## config.mk

```make
export PLATFORM = sky130hd
export DESIGN_NAME = rom_read_arbiter_flat
export DESIGN_NICKNAME = d
export VERILOG_FILES = /design/src/rtl/rom_arb_pkg.sv /design/src/rtl/rom_read_arbiter_if.sv /design/src/rtl/rom_arb_grant.sv /design/src/rtl/rom_read_arbiter.sv /design/src/flat_wrapper.sv
export SDC_FILE = /design/constraint.sdc
export NUM_CORES = 1
export LEC_CHECK = 0
export ABC_AREA = 1
export CAP_MARGIN = 20
export CORE_ASPECT_RATIO = 0.9
export CORE_UTILIZATION = 33
export DETAILED_ROUTE_END_ITERATION = 12
export MAX_ROUTING_LAYER = met4
export PLACE_DENSITY = 0.77
export SYNTH_ARGS = -nofsm -noshare
export SYNTH_HDL_FRONTEND = slang
export SYNTH_HIERARCHICAL = 1
export SYNTH_SLANG_ARGS = --single-unit
```

## constraint.sdc

```tcl
create_clock -name clk -period 2.06 [get_ports clk]
set_input_delay 0.309 -clock clk [delete_from_list [all_inputs] [get_ports clk]]
set_output_delay 0.309 -clock clk [all_outputs]
set_load 0.05 [all_outputs]
```

## src/rtl/rom_arb_pkg.sv

```systemverilog
// Shared types and defaults for the ROM read arbiter (optional round-robin build: ROM_ARB_RR_EN).
package rom_arb_pkg;
  typedef enum logic [1:0] {S_IDLE, S_IF, S_MEM} state_t;

  localparam logic REQ_IF  = 1'b0;
  localparam logic REQ_MEM = 1'b1;

  localparam int unsigned ROM_SIZE_DEF   = 256;
  localparam int unsigned STARVE_MAX_DEF = 4;
endpackage

```

## src/rtl/rom_read_arbiter_if.sv

```systemverilog
// Requester and ROM-side signals of the ROM read arbiter; slave = arbiter, master = requesters/ROM.
interface rom_read_arbiter_if;
  logic        if_req;
  logic [30:0] if_addr;
  logic        if_gnt;
  logic        if_rvalid;
  logic [31:0] if_rdata;
  logic        if_err;
  logic        mem_req;
  logic [30:0] mem_addr;
  logic        mem_gnt;
  logic        mem_rvalid;
  logic [31:0] mem_rdata;
  logic        mem_err;
  logic [30:0] rom_addr;
  logic [31:0] rom_data;

  modport slave (
    input  if_req, if_addr, mem_req, mem_addr, rom_data,
    output if_gnt, if_rvalid, if_rdata, if_err,
           mem_gnt, mem_rvalid, mem_rdata, mem_err, rom_addr
  );

  modport master (
    output if_req, if_addr, mem_req, mem_addr, rom_data,
    input  if_gnt, if_rvalid, if_rdata, if_err,
           mem_gnt, mem_rvalid, mem_rdata, mem_err, rom_addr
  );
endinterface

```

## src/rtl/rom_arb_grant.sv

```systemverilog
// Grant selection between IF and MEM with conflict history.
// ROM_ARB_RR_EN selects alternating conflicts; default is MEM priority with IF starvation forcing.
module rom_arb_grant
  import rom_arb_pkg::*;
#(
  parameter int unsigned STARVE_MAX = STARVE_MAX_DEF
) (
  input  logic clk,
  input  logic reset,
  input  logic if_req,
  input  logic mem_req,
  output logic if_gnt,
  output logic mem_gnt
);
  logic conflict;
  logic if_wins;

  assign conflict = if_req & mem_req;

`ifdef ROM_ARB_RR_EN
  // Id of the requester that won the most recent conflict; reset value lets MEM win first.
  logic last_winner;

  assign if_wins = (last_winner == REQ_MEM);

  always_ff @(posedge clk) begin
    if (reset)
      last_winner <= REQ_IF;
    else if (conflict)
      last_winner <= if_wins ? REQ_IF : REQ_MEM;
  end
`else
  logic [2:0] starve_cnt;

  assign if_wins = (starve_cnt == 3'(STARVE_MAX));

  // A MEM grant with IF still waiting is always a lost conflict for IF.
  always_ff @(posedge clk) begin
    if (reset || !if_req || if_gnt)
      starve_cnt <= '0;
    else if (mem_gnt && (starve_cnt < 3'(STARVE_MAX)))
      starve_cnt <= starve_cnt + 3'd1;
  end
`endif

  always_comb begin
    if_gnt  = 1'b0;
    mem_gnt = 1'b0;
    if (!reset) begin
      if (conflict) begin
        if_gnt  = if_wins;
        mem_gnt = !if_wins;
      end else begin
        if_gnt  = if_req;
        mem_gnt = mem_req;
      end
    end
  end
endmodule

```

## src/rtl/rom_read_arbiter.sv

```systemverilog
// Shares one combinational ROM between fetch (IF) and memory-stage (MEM) reads, one-cycle latency.
// Build option ROM_ARB_RR_EN (in rom_arb_grant) alternates conflict winners.
module rom_read_arbiter
  import rom_arb_pkg::*;
#(
  parameter int unsigned ROM_SIZE   = ROM_SIZE_DEF,
  parameter int unsigned STARVE_MAX = STARVE_MAX_DEF
) (
  input  logic               clk,
  input  logic               reset,
  rom_read_arbiter_if.slave  bus
);
  localparam logic [31:0] ADDR_LIMIT = 32'(4 * ROM_SIZE);

  logic        if_gnt;
  logic        mem_gnt;
  state_t      state_q;
  state_t      state_d;
  logic [30:0] addr_sel;
  logic        err_sel;
  logic [31:0] word_sel;
  logic [31:0] if_rdata_q;
  logic [31:0] mem_rdata_q;
  logic        if_err_q;
  logic        mem_err_q;

  rom_arb_grant #(.STARVE_MAX(STARVE_MAX)) u_grant (
    .clk     (clk),
    .reset   (reset),
    .if_req  (bus.if_req),
    .mem_req (bus.mem_req),
    .if_gnt  (if_gnt),
    .mem_gnt (mem_gnt)
  );

  always_comb begin
    addr_sel = '0;
    if (if_gnt)
      addr_sel = bus.if_addr;
    else if (mem_gnt)
      addr_sel = bus.mem_addr;
  end

  always_comb begin
    err_sel  = ({1'b0, addr_sel} >= ADDR_LIMIT) || (addr_sel[1:0] != 2'b00);
    word_sel = err_sel ? '0 : bus.rom_data;
  end

  always_comb begin
    state_d = S_IDLE;
    if (if_gnt)
      state_d = S_IF;
    else if (mem_gnt)
      state_d = S_MEM;
  end

  always_ff @(posedge clk) begin
    if (reset)
      state_q <= S_IDLE;
    else
      state_q <= state_d;
  end

  // Each requester keeps its own word so the loser's rdata holds across the other's responses.
  always_ff @(posedge clk) begin
    if (reset) begin
      if_rdata_q  <= '0;
      if_err_q    <= 1'b0;
      mem_rdata_q <= '0;
      mem_err_q   <= 1'b0;
    end else begin
      if (if_gnt) begin
        if_rdata_q <= word_sel;
        if_err_q   <= err_sel;
      end
      if (mem_gnt) begin
        mem_rdata_q <= word_sel;
        mem_err_q   <= err_sel;
      end
    end
  end

  // Gating with reset drops a response that would land in a reset cycle.
  assign bus.if_rvalid  = (state_q == S_IF)  && !reset;
  assign bus.mem_rvalid = (state_q == S_MEM) && !reset;
  assign bus.if_gnt     = if_gnt;
  assign bus.mem_gnt    = mem_gnt;
  assign bus.if_rdata   = if_rdata_q;
  assign bus.if_err     = if_err_q;
  assign bus.mem_rdata  = mem_rdata_q;
  assign bus.mem_err    = mem_err_q;
  assign bus.rom_addr   = addr_sel;
endmodule

```

## src/flat_wrapper.sv

```systemverilog
// flat-port wrapper written by rule: the top's interface ports become plain ports
module rom_read_arbiter_flat import rom_arb_pkg::*;
#(
  parameter int unsigned ROM_SIZE   = ROM_SIZE_DEF,
  parameter int unsigned STARVE_MAX = STARVE_MAX_DEF
)
  (clk, reset, bus_if_req, bus_if_addr, bus_mem_req, bus_mem_addr, bus_rom_data, bus_if_gnt, bus_if_rvalid, bus_if_rdata, bus_if_err, bus_mem_gnt, bus_mem_rvalid, bus_mem_rdata, bus_mem_err, bus_rom_addr);
  rom_read_arbiter_if bus_i ();
  input  logic clk;
  input  logic reset;
  input wire logic [$bits(bus_i.if_req)-1:0] bus_if_req;
  input wire logic [$bits(bus_i.if_addr)-1:0] bus_if_addr;
  input wire logic [$bits(bus_i.mem_req)-1:0] bus_mem_req;
  input wire logic [$bits(bus_i.mem_addr)-1:0] bus_mem_addr;
  input wire logic [$bits(bus_i.rom_data)-1:0] bus_rom_data;
  output wire logic [$bits(bus_i.if_gnt)-1:0] bus_if_gnt;
  output wire logic [$bits(bus_i.if_rvalid)-1:0] bus_if_rvalid;
  output wire logic [$bits(bus_i.if_rdata)-1:0] bus_if_rdata;
  output wire logic [$bits(bus_i.if_err)-1:0] bus_if_err;
  output wire logic [$bits(bus_i.mem_gnt)-1:0] bus_mem_gnt;
  output wire logic [$bits(bus_i.mem_rvalid)-1:0] bus_mem_rvalid;
  output wire logic [$bits(bus_i.mem_rdata)-1:0] bus_mem_rdata;
  output wire logic [$bits(bus_i.mem_err)-1:0] bus_mem_err;
  output wire logic [$bits(bus_i.rom_addr)-1:0] bus_rom_addr;
  assign bus_i.if_req = bus_if_req;
  assign bus_i.if_addr = bus_if_addr;
  assign bus_i.mem_req = bus_mem_req;
  assign bus_i.mem_addr = bus_mem_addr;
  assign bus_i.rom_data = bus_rom_data;
  assign bus_if_gnt = bus_i.if_gnt;
  assign bus_if_rvalid = bus_i.if_rvalid;
  assign bus_if_rdata = bus_i.if_rdata;
  assign bus_if_err = bus_i.if_err;
  assign bus_mem_gnt = bus_i.mem_gnt;
  assign bus_mem_rvalid = bus_i.mem_rvalid;
  assign bus_mem_rdata = bus_i.mem_rdata;
  assign bus_mem_err = bus_i.mem_err;
  assign bus_rom_addr = bus_i.rom_addr;
  rom_read_arbiter #(.ROM_SIZE(ROM_SIZE), .STARVE_MAX(STARVE_MAX)) u_core (.clk(clk), .reset(reset), .bus(bus_i));
endmodule
```

==> summary.md <==
| Metric | Value |
|---|---|
| Status | finished, violations left |
| Failing checks | negative setup slack |
| Number of global-route vias before repair | 4075 |
| Die H | 93.9 um |
| Slew Limit Fails | 0 |
| Post-synthesis register bit count | 71 |
| R2R Path End | u_core/bus.mem_err |
| Diode count | 0 |
| Grt ovf | 0 |
| Post-CTS Hold Buffers | 0 |
| Worst min-delay path startpoint | u_core/bus.if_rdata[1] |
| Final setup violation count | 97 |
| Rel. slew slack | 63.4% |
| Core region area | 9130 sq um |
| CTS buffer count | 9 |
| Worst Path Required | 1.75 ns |
| Worst hold slack | 0.456 ns |
| Crit share post-route | 114% |
| DRC Markers | 0 |
| CP Capture Type | output port |
| Worst-Margin Slew | 0.547 ns |
| FF-to-FF setup slack | -0.23 ns |
| DR iter-0 viols | 136 |
| Row count | 33 |
| Nets | 757 |
| P_leak | 0.00264 uW |
| Hold EP | u_core/bus.if_rdata[1] |
| Via count | 3956 |
| Boundary pin count | 199 |
| Maxcap violations | 0 |
| Clock slew at reported path FFs | 0.07 ns |
| Area grow syn2layout | 121% |
| Yosys top cell area share | 45.9% |
| Hold crit path type | register to register |
| Synthesized area | 3100 sq um |
| Worst VDD drop | 0.405 mV |
| Clock Sinks | 71 |
| Power density over cell area | 556 nW/um^2 |
| Cell accounting for the most synthesized area | dfxtp_1 |
| Fin worst setup slack | -0.286 ns |
| Hold Vio Cnt, Final | 0 |
| CTS tree | yes |
| Worst r2r path cells | 17 |
| Ranking of synthesized cells by area | dfxtp_1 (46%), nand2_1 (12%), nand4_1 (6.5%) |
| Pin count of the biggest net entering global routing | 34 |
| Die width | 104 um |
| Vias per cell | 5.05 |
| Post-route minimum period | 2.35 ns |
| Synth Instances | 412 |
| CP Launch Type | register |
| Critical-path maximum fanout | 6 |
| Clock Path Buffers | 2 |
| Post-DR wirelength/cell | 17.6 um |
| Synth Net Count | 512 |
| Worst r2r src | u_core/u_grant/starve_cnt[0] |
| H-tree levels | 3 |
| Placed insts | 751 |
| Number of synthesis warnings | 6 |
| Worst Setup Path Type | register to output port |
| RSZ-0062 raised after global routing | true |
| Area after DPL | 6220 sq um |
| GRT Util Overall | 27.7% |
| HPWL after DPL | 9.55 mm |
| Routed WL | 13.8 mm |
| Seq/Total Area, Yosys | 45.9% |
| DIE AREA | 9780 sq um |
| Layout Skew | 0.0131 ns |
| Fin area | 6830 sq um |
| Clk_lat worst skew | 0.34 ns |
| CTS root buf | clkbuf_8 |
| Arrival time at the worst endpoint | 2.04 ns |
| I/O Buffers | 198 |
| Fmax | 0.426 GHz |
| Global-route wire length before repair | 20.5 mm |
| Antenna-violating nets left | 0 |
| GPL Wtd Cong | 0.886 |
| Post-route insts no fill | 784 |
| Share of cells above drive strength 1 | 30.4% |
| Pre-antenna DRT Iters | 4 |
| Hold Path Depth | 2 |
| Mean Syn Cell Area | 7.52 sq um |
| Starting Density | 33.9% |
| Initial antenna violation count | 0 |
| Post-synth cell types | 23 |
Yosys cell counts:
library cell and n:
nor2_2 2, nand3_2 3, nor2_1 25, nand4_1 32, nand2_1 98, buf_4 7, clkbuf_1 17, o21ai_1 31
o21ai_0 35, nand3_1 14, nor2_4 2, o211ai_1 1, dfxtp_1 71, inv_1 16, ha_1 2, o21a_1 1
a21oi_1 33, nor3_1 2, buf_6 4, buf_2 5, inv_2 1, nand2_2 2, a22o_1 8
critical path, cell delays in order (launching register included):
cell and delay [ns]:
dfxtp_2 0.33, inv_2 0.07, ha_4 0.14, nand2_4 0.06, o211ai_1 0.25, inv_2 0.12, buf_6 0.16, nand2_2 0.05
nor2_1 0.04, nor2_1 0.17, buf_4 0.14, inv_2 0.03, buf_12 0.13
worst max path at each step:
stage / from / end / slack (ns) / cells past startpoint
global route: u_core/u_grant/starve_cnt[0] / u_core/bus.mem_err / -0.38 / 17
detailed placement: reset / u_core/bus.mem_rdata[5] / -0.53 / 12
finish: u_core/u_grant/starve_cnt[0] / bus_rom_addr[30] / -0.29 / 12
global placement: reset / u_core/bus.mem_err / -0.41 / 13
CTS: u_core/u_grant/starve_cnt[0] / bus_rom_addr[10] / -0.17 / 10
floorplan: u_core/u_grant/starve_cnt[1] / u_core/bus.mem_rdata[10] / -0.30 / 15
metal layers:
metal	GRT usage, %	part of all wire, %	vias to the layer above
met1	29.6	40	1872
met4	12.0	3.1	0
met3	4.99	4.7	30
met5	-	0	-
met2	50.6	52	155
li1	-	-	1899
placed cells by master, fill, tap and decap left out, types with 17 or more instances in the layout:
cell,netlist,layout
dfxtp_1,71,69
buf_6,4,22
nor2_1,25,17
nand2_1,98,72
buf_4,7,31
o21ai_1,31,33
buf_12,0,45
o21ai_0,35,33
clkdlybuf4s50_1,0,163
nand4_1,32,32
a21oi_1,33,27
flip-flops by register name, summed over array words and instances, names as in the netlist:
signal,flops
u_core/bus.if_err,1
u_core/bus.if_rdata,32
u_core/bus.mem_err,1
u_core/bus.mem_rdata,32
u_core/state_q,2
u_core/u_grant/starve_cnt,3
metrics by stage:
stage          setup TNS (ns)  setup slack (ns)  utilization, %  power, uW
3_3_place_gp           -29.21            -0.413            68.2       2680
5_1_grt                -31.77            -0.385            74.8       3930
4_1_cts                -10.80            -0.168            72.7       3730
3_5_place_dp           -38.94            -0.532            68.2       2700
6_report               -18.37            -0.286            74.8       3800
2_1_floorplan          -18.20            -0.299               -       2070
power by group:
group / leakage [uW] / switching [uW] / internal [uW] / total [uW]
clock network: 0.0000854 / 554 / 437 / 991
logic: 0.00198 / 716 / 653 / 1370
registers: 0.000579 / 22.4 / 1410 / 1440
timing repair:
item | CTS | global route
pin swaps | 17 | 10
buffers inserted | 12 | 3
cloned | 2 | 2
resized for setup | 38 | 32
endpoints found under the hold margin | 0 | 0
endpoints found under the setup margin | 97 | 99
area by class of cell:
class / instances / area, sq um
repair buffers: 266 / 3130
fillers: 649 / 2300
multi-input cells: 291 / 1860
flip-flops and latches: 71 / 1420
well taps: 122 / 153
clock buffers: 9 / 124
inverters: 17 / 76.3
clock inverters: 7 / 47.5
repair inverters: 1 / 16.3
cells by family (layout without fill, tap and decap cells):
kind of cell	after synthesis	in the layout	share of synthesized area, %
AND/OR/NAND/NOR	180	180	26.5
flip-flops	71	71	45.9
AO/OA/AOI/OAI	109	109	18.7
buffers and inverters	50	300	8.08
adder cells (fa/ha/maj)	2	2	0.808
Note: power is estimated with default switching activity, not from simulation.
